### src/rtl/simulador_esteira_pkg.sv
// Shared definitions for the bottling-line belt simulator: FSM encoding,
// default station positions and counter width.
package simulador_esteira_pkg;

    // Belt state, re-evaluated on every simulation step
    typedef enum logic [1:0] {
        PARADA   = 2'd0,
        TRANSITO = 2'd1,
        ENCHENDO = 2'd2
    } estado_t;

    // Default station positions along the 32-slot belt
    localparam int POS_ENCH_PADRAO   = 8;
    localparam int POS_CQ_PADRAO     = 16;
    localparam int POS_LACRE_PADRAO  = 24;
    localparam int POS_FIM_PADRAO    = 31;

    // Fill steps from empty to full
    localparam int FILL_TICKS_PADRAO = 10;

    // Width of the exit/discard bottle counters
    localparam int CONTADOR_W        = 8;

endpackage

### src/rtl/simulador_esteira_contador_saturado.sv
// Up-counter that sticks at its maximum value instead of wrapping.
module contador_saturado #(
    parameter int W = 8
) (
    input  logic         clk,
    input  logic         rst_n,
    input  logic         inc,
    output logic [W-1:0] valor
);

    // Count one per enabled cycle, holding at all-ones
    always_ff @(posedge clk or negedge rst_n) begin
        if (!rst_n) begin
            valor <= '0;
        end else if (inc && (valor != {W{1'b1}})) begin
            valor <= valor + W'(1);
        end
    end

endmodule

### src/rtl/simulador_esteira.sv
// Single-bottle conveyor belt simulator. Advances one simulation step per
// STEP_EN strobe, reacting to the controller commands and reporting the
// bottle position, fill level, seal status and station sensors. The FSM
// state is exposed on ESTADO for observation.
module simulador_esteira
    import simulador_esteira_pkg::*;
#(
    parameter int POS_ENCH   = POS_ENCH_PADRAO,
    parameter int POS_CQ     = POS_CQ_PADRAO,
    parameter int POS_LACRE  = POS_LACRE_PADRAO,
    parameter int POS_FIM    = POS_FIM_PADRAO,
    parameter int FILL_TICKS = FILL_TICKS_PADRAO
) (
    input  logic                  CLK,
    input  logic                  RESET,
    input  logic                  STEP_EN,
    input  logic                  MOTOR,
    input  logic                  VALVULA_ENCHIMENTO,
    input  logic                  ATUADOR_VEDACAO,
    input  logic                  DESCARTE,
    output logic                  SENSOR_POS_ENCHIMENTO,
    output logic                  SENSOR_POS_CQ,
    output logic                  SENSOR_POS_LACRE,
    output logic                  SENSOR_GARRAFA_CHEIA,
    output logic [4:0]            POSICAO,
    output logic [3:0]            NIVEL,
    output logic                  GARRAFA_VEDADA,
    output logic [CONTADOR_W-1:0] CONTA_SAIDA,
    output logic [CONTADOR_W-1:0] CONTA_DESCARTE,
    output logic                  ERRO_DERRAMAMENTO,
    output estado_t               ESTADO
);

    logic    em_ench;
    logic    em_cq;
    logic    em_fim;
    logic    cheia;
    logic    descarta;
    logic    sai;
    estado_t estado_prox;

    assign em_ench  = (POSICAO == 5'(POS_ENCH));
    assign em_cq    = (POSICAO == 5'(POS_CQ));
    assign em_fim   = (POSICAO == 5'(POS_FIM));
    assign cheia    = (NIVEL == 4'(FILL_TICKS));

    // Discard wins over motion: a bottle pulled at QC never advances
    assign descarta = DESCARTE && em_cq;
    assign sai      = MOTOR && em_fim && !descarta;

    // Sensors follow the registered position/level directly
    assign SENSOR_POS_ENCHIMENTO = em_ench;
    assign SENSOR_POS_CQ         = em_cq;
    assign SENSOR_POS_LACRE      = (POSICAO == 5'(POS_LACRE));
    assign SENSOR_GARRAFA_CHEIA  = cheia;

    // Classify the current step from the commands and the bottle position
    always_comb begin
        estado_prox = PARADA;
        if (MOTOR) begin
            estado_prox = TRANSITO;
        end else if (VALVULA_ENCHIMENTO && em_ench) begin
            estado_prox = ENCHENDO;
        end
    end

    // Bottle state machine: position, level, seal and spill flag per step
    always_ff @(posedge CLK or negedge RESET) begin
        if (!RESET) begin
            ESTADO            <= PARADA;
            POSICAO           <= '0;
            NIVEL             <= '0;
            GARRAFA_VEDADA    <= 1'b0;
            ERRO_DERRAMAMENTO <= 1'b0;
        end else if (STEP_EN) begin
            ESTADO <= estado_prox;
            if (VALVULA_ENCHIMENTO && (MOTOR || !em_ench || cheia)) begin
                ERRO_DERRAMAMENTO <= 1'b1;
            end
            if (descarta || sai) begin
                // Bottle leaves the belt; a fresh empty one enters at 0
                POSICAO        <= '0;
                NIVEL          <= '0;
                GARRAFA_VEDADA <= 1'b0;
            end else begin
                if (MOTOR) begin
                    POSICAO <= POSICAO + 5'd1;
                end
                if ((estado_prox == ENCHENDO) && !cheia) begin
                    NIVEL <= NIVEL + 4'd1;
                end
                if (ATUADOR_VEDACAO && em_ench && cheia) begin
                    GARRAFA_VEDADA <= 1'b1;
                end
            end
        end
    end

    contador_saturado #(.W(CONTADOR_W)) u_conta_saida (
        .clk   (CLK),
        .rst_n (RESET),
        .inc   (STEP_EN && sai),
        .valor (CONTA_SAIDA)
    );

    contador_saturado #(.W(CONTADOR_W)) u_conta_descarte (
        .clk   (CLK),
        .rst_n (RESET),
        .inc   (STEP_EN && descarta),
        .valor (CONTA_DESCARTE)
    );

endmodule

### config.mk
export PLATFORM = sky130hd
export DESIGN_NAME = simulador_esteira
export DESIGN_NICKNAME = d
export VERILOG_FILES = /design/src/rtl/simulador_esteira_pkg.sv /design/src/rtl/simulador_esteira_contador_saturado.sv /design/src/rtl/simulador_esteira.sv
export SDC_FILE = /design/constraint.sdc
export NUM_CORES = 1
export LEC_CHECK = 0
export BUFFER_PORTS_ARGS = -buffer_cell sky130_fd_sc_hd__buf_2
export CAP_MARGIN = 20
export CORE_ASPECT_RATIO = 0.6
export CORE_MARGIN = 10
export CORE_UTILIZATION = 30
export CTS_CLUSTER_DIAMETER = 200
export DETAILED_ROUTE_END_ITERATION = 10
export GPL_TIMING_DRIVEN = 0
export PLACE_DENSITY_LB_ADDON = 0.25
export SYNTH_ARGS = -nofsm -noshare
export SYNTH_HDL_FRONTEND = slang
export SYNTH_SLANG_ARGS = --single-unit
### constraint.sdc
create_clock -name CLK -period 2 [get_ports CLK]
set_clock_uncertainty 0.2 [all_clocks]
set_input_delay 0.2 -clock CLK [delete_from_list [all_inputs] [get_ports CLK]]
set_output_delay 0.2 -clock CLK [all_outputs]
set_load 0.03 [all_outputs]
[Yosys cells after proc, flatten, opt, wreduce, memory -nomap -nowiden]
Cells that the tools add are included.
Word-level totals
  bits in registers: 29
  bits of input ports: 7
  word-level logic and storage cells: 52
  output and inout bits: 33
Operators by class
  multiplexer cells: 8
  add/sub/neg operators: 4
  equal/unequal tests: 8
  reductions and logical operators: 25
Operators with widths (number)
  adder 8 x 1 -> 8 bit (second input constant): 2
  inequality test 8 bit (second input constant): 2
  equality test 5 bit (second input constant): 3
  logical AND 1 bit: 12
  two-way mux 5 bit: 2
  two-way mux 4 bit: 2
  AND reduction 2 bit: 4
  nonzero test 2 bit: 3
  adder 5 x 1 -> 5 bit (second input constant): 1
  equality test 5 x 4 -> 1 bit (second input constant): 1
  adder 4 x 1 -> 4 bit (second input constant): 1
  equality test 4 bit (second input constant): 1
  two-way mux 2 bit: 2
  logical NOT 1 bit: 3
  logical OR 1 bit: 3
  equality test 2 bit (second input constant): 1
  two-way mux 1 bit: 2

[Depth between registers and ports, before layout]
Gate-level depths: netlist of the first run.
  depth after elaboration: 8
  depth in mapped cells: 7
  mapped depth without buffers: 7

[Cells and area by module]
A second synthesis of the first run with hierarchy kept.
Second synthesis, totals
  cells, all modules: 144
  area, all modules: 1626.6 um2
Modules (own cells, without submodules)
  contador_saturado: sequential area each 200.2 um2, cells each 34, instances 2, area each 407.9 um2
  simulador_esteira: sequential area each 325.3 um2, cells each 76, instances 1, area each 810.8 um2

[Least setup slack after synthesis of the first run]
OpenSTA, ideal clock, no wires.
  path type: register to register
  start: reg POSICAO[0]
  end: reg NIVEL[2]
  data arrival time: 2.168 ns
  buffers on the path: 1
  setup time: 0.124 ns
  clock period less this slack: 2.492 ns
  setup slack: -0.492 ns
  data required time: 1.676 ns
  stages on the path, launching flop included: 8
  cell sequence: dfrtp_1 > inv_1 > ha_1 > and4bb_1 > or4b_1 > buf_2 > nor2b_4 > a211o_1
On the way
  longest elaborated chain between the ends: 8
  elaborated cells on any way between the ends: 16
  those cells by class: eq/ne (4); mux (3); reduce/logical (9)
Ends and longest elaborated chain
  start: declaration: RTL line simulador_esteira.sv:25  | output logic [4:0] POSICAO,
  start signal: assignment: RTL line simulador_esteira.sv:87  | POSICAO <= POSICAO + 5'd1;
  equality test 5 x 4 -> 1 bit: RTL line simulador_esteira.sv:42  | assign em_ench = (POSICAO == 5'(POS_ENCH));
  net SENSOR_POS_ENCHIMENTO: RTL line simulador_esteira.sv:21  | output logic SENSOR_POS_ENCHIMENTO,
  logical AND 1 bit: RTL line simulador_esteira.sv:62  | end else if (VALVULA_ENCHIMENTO && em_ench) begin
  two-way mux 2 bit: RTL line simulador_esteira.sv:62
  two-way mux 2 bit: RTL line simulador_esteira.sv:60  | if (MOTOR) begin
  equality test 2 bit: RTL line simulador_esteira.sv:89  | if ((estado_prox == ENCHENDO) && !cheia) begin
  logical AND 1 bit: RTL line simulador_esteira.sv:89
  nonzero test 2 bit (no line)
  AND reduction 2 bit (no line)
  end signal: assignment: RTL line simulador_esteira.sv:90  | NIVEL <= NIVEL + 4'd1;
  end: declaration: RTL line simulador_esteira.sv:26  | output logic [3:0] NIVEL,
The timed path passes the listed nets, and every way through them passes these cells.
A chain may end at the register's enable or synchronous reset.

[Worst setup path after layout of the first run]
  start: reg POSICAO[0]
  end: reg NIVEL[2]
On the way
  longest elaborated chain between the ends: 8
  elaborated cells on any way between the ends: 16
  those cells by class: eq/ne (4); mux (3); reduce/logical (9)
Ends and longest elaborated chain (RTL line)
  equality test 5 x 4 -> 1 bit: simulador_esteira.sv:42
  logical AND 1 bit: simulador_esteira.sv:62
  two-way mux 2 bit: simulador_esteira.sv:62
  two-way mux 2 bit: simulador_esteira.sv:60
  equality test 2 bit: simulador_esteira.sv:89
  logical AND 1 bit: simulador_esteira.sv:89
  nonzero test 2 bit (no line)
  AND reduction 2 bit (no line)
Parallel ways exist; a longest one is shown, timed or not.

==> results of run 1 <==
[cell usage after synthesis (all sizes together)]
cell type  instances
nand3              5
and3               4
nor3               4
nor2               9
nand2b             1
nor4b              1
and4               2
dfrtp             29
and4bb             1
nand2              8
inv                8
nor4               3
xnor2              6
a211oi             1
a211o              1
buf                3
nand4              3
ha                 7
o22ai              2
mux2               3
o21ai              5
a41oi              1
or2b               1
nand3b             2
a21oi              2
nand4b             1
nor2b              1
and3b              1
xor2               9
a21o               1
a22o               2
nor3b              3
o21bai             2
nor4bb             1
or4b               1
o2bb2ai            2
[power breakdown]
part,switching [uW],internal (uW)
sequential,80.0,651
combinational,322,228
clock,225,406
total,627,1290
[path summary, 6_finish.rpt]
check | start | endpoint | cells after the start
max in group asynchronous | RESET | NIVEL[1] | 2
min reg2reg | ERRO_DERRAMAMENTO | ERRO_DERRAMAMENTO | 1
min | ATUADOR_VEDACAO | GARRAFA_VEDADA | 3
max | POSICAO[0] | NIVEL[2] | 6
max reg2reg | POSICAO[0] | NIVEL[2] | 6
min in group asynchronous | RESET | POSICAO[3] | 2
[per-layer routing]
metal  track usage, %  part of all wire, %
met3             3.13                  4.7
met2             16.6                   49
met5                0                    0
met1             12.1                   45
met4             3.45                 0.81
[placed cells by master, fill, tap and decap left out, types with 2 or more instances in the layout]
cell type                   n
sky130_fd_sc_hd__mux2_2     2
sky130_fd_sc_hd__nor2_1     7
sky130_fd_sc_hd__nand3b_1   2
sky130_fd_sc_hd__nor3b_2    3
sky130_fd_sc_hd__a22o_1     2
sky130_fd_sc_hd__nor4_4     3
sky130_fd_sc_hd__nand2_1    7
sky130_fd_sc_hd__inv_1      5
sky130_fd_sc_hd__buf_6      3
sky130_fd_sc_hd__dfrtp_2    6
sky130_fd_sc_hd__and4_1     2
sky130_fd_sc_hd__ha_4       3
sky130_fd_sc_hd__o21ai_0    4
sky130_fd_sc_hd__dfrtp_1   23
sky130_fd_sc_hd__a21oi_1    2
sky130_fd_sc_hd__buf_2     40
sky130_fd_sc_hd__ha_1       3
sky130_fd_sc_hd__nand3_1    4
sky130_fd_sc_hd__o22ai_1    2
sky130_fd_sc_hd__xor2_1     9
sky130_fd_sc_hd__and3_1     3
sky130_fd_sc_hd__clkbuf_8   6
sky130_fd_sc_hd__nand4_1    3
sky130_fd_sc_hd__inv_2      3
sky130_fd_sc_hd__xnor2_1    6
sky130_fd_sc_hd__nor3_1     2
sky130_fd_sc_hd__buf_4     17
[cell type report]
class / count / area (um^2)
clock inverters: 1 / 30.0
well taps: 63 / 78.8
flip-flops and latches: 29 / 733
clock buffers: 7 / 86.3
repair buffers: 59 / 359
multi-input cells: 96 / 903
fillers: 442 / 2450
inverters: 8 / 30.0
plain buffers: 2 / 12.5
[cells by family (layout without fill, tap and decap cells)]
logic type | count (synthesis) | after routing
AO/OA/AOI/OAI | 19 | 19
XOR/XNOR | 15 | 15
adder cells (fa/ha/maj) | 7 | 7
buffers and inverters | 11 | 77
flip-flops | 29 | 29
multiplexers | 3 | 3
AND/OR/NAND/NOR | 52 | 52
[timing repair]
item	4_1_cts	5_1_grt
setup buffers	14	5
endpoints found under the hold margin	29	0
pin swaps	5	11
gates resized for setup	18	19
hold buffers	1	0
endpoints found under the setup margin	22	15
[worst min-delay path: cells and delay by family]
family          cells  cell delay (ns)
compound gates      1             0.09
simple gates        1             0.07
buf+inv             1             0.08
[flip-flops by register name (all words and copies together) (netlist names)]
| signal | count |
|---|---|
| POSICAO | 5 |
| u_conta_saida.valor | 8 |
| u_conta_descarte.valor | 8 |
| NIVEL | 4 |
| ERRO_DERRAMAMENTO | 1 |
| ESTADO | 2 |
| GARRAFA_VEDADA | 1 |
[stage by stage]
| step | cell area, um^2 | utilization [%] | total power, uW |
|---|---|---|---|
| finish | 2230 | 47.7 | 1910 |
| global route | 2230 | 47.7 | 2030 |
| CTS | 2100 | 44.8 | 1900 |
| detailed placement | 1790 | 38.1 | 1170 |
| global placement | 1790 | 38.1 | 1150 |
| floorplan | 1510 | - | 1010 |
==> metrics.txt, run 1 <==
# TYPE chip_impl_metric gauge
chip_impl_metric{name="wl_per_cell",unit="um"} 15.8
chip_impl_metric{name="time_the_final_worst_path_needs_with_i_o_delays_and_setup",unit="ns"} 2.09
chip_impl_metric{name="place.detailed.instances",unit=""} 238
chip_impl_metric{name="syn-instance-count",unit=""} 136
chip_impl_metric{name="area_growth_syn_to_layout",unit="%"} 50.4
chip_impl_metric{name="synth-seq-cells",unit=""} 29
chip_impl_metric{name="post-route-drc-count",unit=""} 0
chip_impl_metric{name="port_buffers",unit=""} 39
chip_impl_metric{name="grt_pass1_wl",unit="um"} 6810
chip_impl_metric{name="htree_levels",unit=""} 2
chip_impl_metric{name="dr.first_iter.drc_count",unit=""} 38
chip_impl_metric{name="design.final.nets",unit=""} 215
chip_impl_info{name="status",value="finished, violations left"} 1
chip_impl_metric{name="report.final.hold_viol_count",unit=""} 0
chip_impl_metric{name="holdWs",unit="ns"} 0.00479
chip_impl_metric{name="final_global_route_overflow_total",unit=""} 0
chip_impl_metric{name="number_of_global_route_vias_before_repair",unit=""} 1343
chip_impl_metric{name="finalSetupTns",unit="ns"} -0.381
chip_impl_info{name="synth_area_leader_cell",value="sky130_fd_sc_hd__dfrtp_1"} 1
chip_impl_info{name="timing.critical_path.cells",value="inv_2 > ha_4 > and4bb_4 > or4b_4 > nor2b_4 > a211o_1"} 1
chip_impl_metric{name="top_level_i_o_count",unit=""} 40
chip_impl_metric{name="gp_routability_congestion",unit=""} 0.770
chip_impl_metric{name="yosys.area_share.xor_xnor",unit="%"} 8.85
chip_impl_metric{name="preCtsSetupSlack",unit="ns"} -0.397
chip_impl_metric{name="reg2reg_setup_slack",unit="ns"} -0.09
chip_impl_metric{name="detail_route.wirelength",unit="um"} 4200
chip_impl_info{name="critical_path_class",value="reg -> reg"} 1
chip_impl_metric{name="vdd_ir_drop_max",unit="uV"} 628
chip_impl_metric{name="antenna_found_initial",unit=""} 0
chip_impl_info{name="failing_checks",value="negative setup slack"} 1
chip_impl_metric{name="antennaDiodeCount",unit=""} 0
chip_impl_metric{name="route.vias.total",unit=""} 1304
chip_impl_metric{name="timing.critical_path.buf_inv",unit=""} 1
chip_impl_metric{name="timing.final.setup_violations",unit=""} 6
chip_impl_metric{name="core-area",unit="mm^2"} 0.00468
chip_impl_info{name="critical-path-slowest-cell",value="sky130_fd_sc_hd__or4b_4"} 1
chip_impl_info{name="dominant_combinational_cell_family_by_area_after_synthesis",value="simple AND/OR/NAND/NOR gates"} 1
chip_impl_metric{name="die_height",unit="um"} 74.5
chip_impl_metric{name="clock-sinks",unit=""} 29
chip_impl_metric{name="post_layout_nonfiller_instances",unit=""} 265
chip_impl_metric{name="cts_inserted_buffers",unit=""} 5
chip_impl_metric{name="finalWorstSetupSlack",unit="ns"} -0.0932
chip_impl_metric{name="synth-simple-area-share",unit="%"} 21.1
chip_impl_metric{name="final_cycle_share",unit="%"} 105
chip_impl_metric{name="syn-cell-area",unit="mm^2"} 0.00149
chip_impl_metric{name="final_ant_viol_nets",unit=""} 0
chip_impl_metric{name="mappedNetlistNets",unit=""} 150
chip_impl_metric{name="num_rows",unit=""} 19
chip_impl_metric{name="grt_use_total",unit="%"} 9.97
chip_impl_metric{name="leakagePower",unit="uW"} 0.00110
chip_impl_metric{name="synth_fa_ha_area_share",unit="%"} 5.90
chip_impl_metric{name="synth_largest_type_area_fraction",unit="%"} 48.9
chip_impl_metric{name="initial_utilization",unit="%"} 31.7
chip_impl_metric{name="final_count_of_pins_violating_max_slew",unit=""} 0
chip_impl_metric{name="pwr_density_cell",unit="mW/mm^2"} 856
chip_impl_metric{name="pin_count_of_the_biggest_net_entering_global_routing",unit=""} 30
chip_impl_metric{name="post_route_cells_drive_above_1_share",unit="%"} 52.0
chip_impl_metric{name="critPathMaxStageDelay",unit="ns"} 0.48
chip_impl_info{name="synth.area.top_cells",value="sky130_fd_sc_hd__dfrtp_1, sky130_fd_sc_hd__ha_1, sky130_fd_sc_hd__xor2_1"} 1
chip_impl_metric{name="peak_clock_frequency_supported_by_timing",unit="MHz"} 478
chip_impl_metric{name="arrival",unit="ns"} 2.05
chip_impl_metric{name="yosysWarnings",unit=""} 0
chip_impl_metric{name="path_clk_slew",unit="ns"} 0.07
chip_impl_metric{name="drv.max_cap_violation_count",unit=""} 0
chip_impl_metric{name="detailed_place_hpwl",unit="um"} 2870
chip_impl_metric{name="syn-mean-instance-area",unit="um^2"} 10.9
chip_impl_metric{name="route.detailed.vias_per_inst",unit=""} 4.92
chip_impl_metric{name="die_area",unit="mm^2"} 0.00826
chip_impl_metric{name="worst_skew_pair.late_latency",unit="ns"} 0.28
chip_impl_info{name="tritoncts",value="done"} 1
chip_impl_metric{name="worstPathMaxFanout",unit=""} 3
chip_impl_info{name="endpoint_kind",value="flop"} 1
chip_impl_metric{name="chipWidth",unit="um"} 111
chip_impl_metric{name="worst_slew_margin_rel",unit="%"} 56.0
chip_impl_metric{name="yosys.cell_types.count",unit=""} 38
chip_impl_info{name="cp-start-kind",value="flop"} 1
chip_impl_info{name="cts.root.buffer_cell",value="sky130_fd_sc_hd__clkbuf_8"} 1
chip_impl_metric{name="first_pass_iteration_count_of_the_detailed_router",unit=""} 4
chip_impl_info{name="cp_top_family",value="simple AND/OR/NAND/NOR gates"} 1
chip_impl_info{name="rsz0062_at_grt",value="yes"} 1
chip_impl_metric{name="worstMarginPinSlew",unit="ns"} 0.660
chip_impl_metric{name="synth_sequential_area_ratio",unit="%"} 48.9
chip_impl_metric{name="worstPathRequired",unit="ns"} 1.96
chip_impl_metric{name="synth_compound_area_share",unit="%"} 9.86
chip_impl_metric{name="synth.mux.area_fraction",unit="%"} 2.27
chip_impl_info{name="worstHoldPathType",value="in -> reg"} 1
chip_impl_metric{name="clock_path_buffers",unit=""} 2
(Power assumes the default switching activity.)
==> inputs of run 2 (changes only) <==
Settings changed: MAX_ROUTING_LAYER from default to met4, REMOVE_ABC_BUFFERS from default to 1.
==> run 2 against run 1 <==
Net effect: the run still ends with negative setup slack left; non-clock buffer count fell by 10; utilization shrank 3.7 points; clock power down 27%; via count is 4.7% lower; wire length fell by 3.4%; sequential share of layout area increased by 2.4 points; highest routed layer unchanged.
==> metrics.txt, run 2 (synthesis gave the netlist of run 1 again) <==
# TYPE chip_impl_metric gauge
chip_impl_metric{name="final_cycle_share",unit="%"} 107
chip_impl_metric{name="detailed_place_hpwl",unit="um"} 2770
chip_impl_info{name="endpoint_kind",value="flop"} 1
chip_impl_metric{name="die_height",unit="um"} 74.5
chip_impl_metric{name="multi_input_area",unit="um^2"} 848
chip_impl_metric{name="final_cell_area",unit="mm^2"} 0.00206
chip_impl_metric{name="finalWorstSetupSlack",unit="ns"} -0.149
chip_impl_info{name="mostFrequentLayoutCells",value="sky130_fd_sc_hd__buf_2, sky130_fd_sc_hd__dfrtp_1, sky130_fd_sc_hd__xor2_1, sky130_fd_sc_hd__buf_4"} 1
chip_impl_metric{name="worst_skew_pair.late_latency",unit="ns"} 0.28
chip_impl_metric{name="time_the_final_worst_path_needs_with_i_o_delays_and_setup",unit="ns"} 2.15
chip_impl_info{name="worstHoldStart",value="ATUADOR_VEDACAO"} 1
chip_impl_metric{name="preCtsSetupSlack",unit="ns"} -0.386
chip_impl_metric{name="final_count_of_pins_violating_max_slew",unit=""} 0
chip_impl_info{name="status",value="finished, violations left"} 1
chip_impl_metric{name="route.vias.total",unit=""} 1243
chip_impl_metric{name="design.final.nets",unit=""} 205
chip_impl_metric{name="detail_route.wirelength",unit="um"} 4060
chip_impl_metric{name="swShare",unit="%"} 35.3
chip_impl_metric{name="min_delay_path_depth",unit=""} 3
chip_impl_metric{name="drv.max_cap_violation_count",unit=""} 0
chip_impl_metric{name="first_pass_iteration_count_of_the_detailed_router",unit=""} 4
chip_impl_metric{name="power_report.internal_total",unit="uW"} 1100
chip_impl_metric{name="number_of_global_route_vias_before_repair",unit=""} 1271
chip_impl_metric{name="worst_slew_margin_rel",unit="%"} 55.6
chip_impl_info{name="critical_path_class",value="reg -> reg"} 1
chip_impl_metric{name="dr.first_iter.drc_count",unit=""} 61
chip_impl_metric{name="route.detailed.vias_per_inst",unit=""} 4.87
chip_impl_metric{name="fill_cells",unit=""} 463
chip_impl_info{name="tritoncts",value="done"} 1
chip_impl_metric{name="htree_levels",unit=""} 2
chip_impl_metric{name="chipWidth",unit="um"} 111
chip_impl_metric{name="report.final.hold_viol_count",unit=""} 0
chip_impl_metric{name="worstPathRequired",unit="ns"} 1.97
chip_impl_metric{name="timing.final.setup_violations",unit=""} 11
chip_impl_metric{name="grt_use_total",unit="%"} 10.4
chip_impl_metric{name="power.switching",unit="uW"} 600
chip_impl_info{name="largest_registers",value="u_conta_descarte.valor: 8 flops, u_conta_saida.valor: 8 flops, POSICAO: 5 flops"} 1
chip_impl_metric{name="post_route_cells_drive_above_1_share",unit="%"} 43.8
chip_impl_metric{name="vdd_ir_drop_max",unit="uV"} 411
chip_impl_metric{name="dpl-instance-area",unit="mm^2"} 0.00174
chip_impl_info{name="worstHoldPathType",value="in -> reg"} 1
chip_impl_metric{name="peak_clock_frequency_supported_by_timing",unit="MHz"} 465
chip_impl_metric{name="gate_power_share",unit="%"} 30.0
chip_impl_metric{name="path_clk_slew",unit="ns"} 0.06
chip_impl_metric{name="leakagePower",unit="uW"} 0.00104
chip_impl_metric{name="top_level_i_o_count",unit=""} 40
chip_impl_metric{name="area_growth_syn_to_layout",unit="%"} 38.8
chip_impl_metric{name="holdWs",unit="ns"} 0.0104
chip_impl_info{name="layout_commonest_cell",value="sky130_fd_sc_hd__buf_2"} 1
chip_impl_metric{name="arrival",unit="ns"} 2.12
chip_impl_metric{name="die_area",unit="mm^2"} 0.00826
chip_impl_metric{name="cts_inserted_buffers",unit=""} 5
chip_impl_metric{name="worstMarginPinSlew",unit="ns"} 0.666
chip_impl_info{name="cts.root.buffer_cell",value="sky130_fd_sc_hd__clkbuf_8"} 1
chip_impl_metric{name="core-area",unit="mm^2"} 0.00468
chip_impl_info{name="worst_setup_path_startpoint",value="POSICAO[0]"} 1
chip_impl_metric{name="initial_utilization",unit="%"} 31.7
chip_impl_info{name="cp-start-kind",value="flop"} 1
chip_impl_metric{name="power.share.clock",unit="%"} 27.1
chip_impl_metric{name="post-route-drc-count",unit=""} 0
chip_impl_metric{name="clock-sinks",unit=""} 29
chip_impl_info{name="failing_checks",value="negative setup slack"} 1
chip_impl_metric{name="wl_per_cell",unit="um"} 15.9
chip_impl_metric{name="grt_pass1_wl",unit="um"} 6620
chip_impl_metric{name="final_ant_viol_nets",unit=""} 0
chip_impl_metric{name="finalSetupTns",unit="ns"} -0.774
chip_impl_info{name="rsz0062_at_grt",value="yes"} 1
chip_impl_metric{name="gp_routability_congestion",unit=""} 0.771
chip_impl_metric{name="reg2reg_setup_slack",unit="ns"} -0.15
chip_impl_info{name="r2r-end",value="NIVEL[2]"} 1
chip_impl_metric{name="antenna_found_initial",unit=""} 0
chip_impl_info{name="r2r_start",value="POSICAO[0]"} 1
chip_impl_metric{name="pwr_density_cell",unit="mW/mm^2"} 824
chip_impl_metric{name="pin_count_of_the_biggest_net_entering_global_routing",unit=""} 30
chip_impl_metric{name="worstRegToRegCells",unit=""} 6
chip_impl_info{name="worstHoldEndpoint",value="GARRAFA_VEDADA"} 1
chip_impl_metric{name="port_buffers",unit=""} 39
chip_impl_metric{name="worstPathMaxFanout",unit=""} 4
chip_impl_metric{name="clock_path_buffers",unit=""} 2
chip_impl_metric{name="antennaDiodeCount",unit=""} 0
chip_impl_metric{name="num_rows",unit=""} 19
chip_impl_metric{name="final_global_route_overflow_total",unit=""} 0
chip_impl_metric{name="seqPwrFrac",unit="%"} 42.9
chip_impl_metric{name="register_area",unit="um^2"} 727
==> run 2: changes by cell type in the layout (fill, tap and decap cells not counted), moves of 2 or more <==
cell                       previous run  this run
sky130_fd_sc_hd__ha_4                 3         1
sky130_fd_sc_hd__buf_4               17         9
sky130_fd_sc_hd__dfrtp_1             23        28
sky130_fd_sc_hd__inv_2                3         0
sky130_fd_sc_hd__inv_1                5         8
sky130_fd_sc_hd__clkinv_2             0         2
sky130_fd_sc_hd__dfrtp_2              6         1
==> run 2: per-layer routing <==
layer,GRT usage (%),up-vias,routed length (um)
met5,-,-,0
met4,4.60,0,74
met3,3.53,10,176
met2,14.3,37,1820
met1,13.4,599,1980
li1,-,597,-
==> run 2: area by class of cell <==
| type | instances | share of cell area [%] |
|---|---|---|
| timing repair buffer | 51 | 14.3 |
| tap | 63 | 3.82 |
| multi-input combinational | 96 | 41.1 |
| inverter | 8 | 1.46 |
| sequential | 29 | 35.3 |
| clock inverter | 2 | 0.485 |
| clock buffer | 6 | 3.52 |
==> run 2: how the worst max path moves through the flow <==
stage	end	slack, ns
floorplan	NIVEL[2]	-0.48
global route	u_conta_saida.valor[1]	-0.22
finish	NIVEL[2]	-0.15
CTS	NIVEL[2]	-0.11
global placement	u_conta_saida.valor[1]	-0.31
detailed placement	u_conta_saida.valor[1]	-0.39
==> run 2: repair_timing <==
item | 4_1_cts | 5_1_grt
resized for setup | 24 | 5
endpoints found under the hold margin | 29 | 0
buffers inserted | 9 | 2
endpoints found under the setup margin | 22 | 19
pin swaps | 6 | 3
hold buffers | 1 | 0
==> run 2: per-stage QoR <==
step,utilization (%),total power [uW],cells
floorplan,-,994,133
global placement,37.2,1120,235
detailed placement,37.2,1140,235
CTS,43.2,1690,253
global route,44.0,1800,255
finish,44.0,1700,255
==> run 2: power by group through the flow <==
stage	sequential, uW	combinational [uW]	clock, uW
6_report	729	510	460
5_1_grt	740	560	502
4_1_cts	724	483	478
3_5_place_dp	737	401	0
3_3_place_gp	733	390	0
2_1_floorplan	841	152	0
==> run 2: critical path, stage by stage, from the launching register on <==
cell and delay [ns]:
sky130_fd_sc_hd__dfrtp_1 0.41, sky130_fd_sc_hd__inv_1 0.08, sky130_fd_sc_hd__ha_2 0.17, sky130_fd_sc_hd__and4bb_2 0.26, sky130_fd_sc_hd__or4b_4 0.48, sky130_fd_sc_hd__nor2b_4 0.17
sky130_fd_sc_hd__a211o_1 0.26
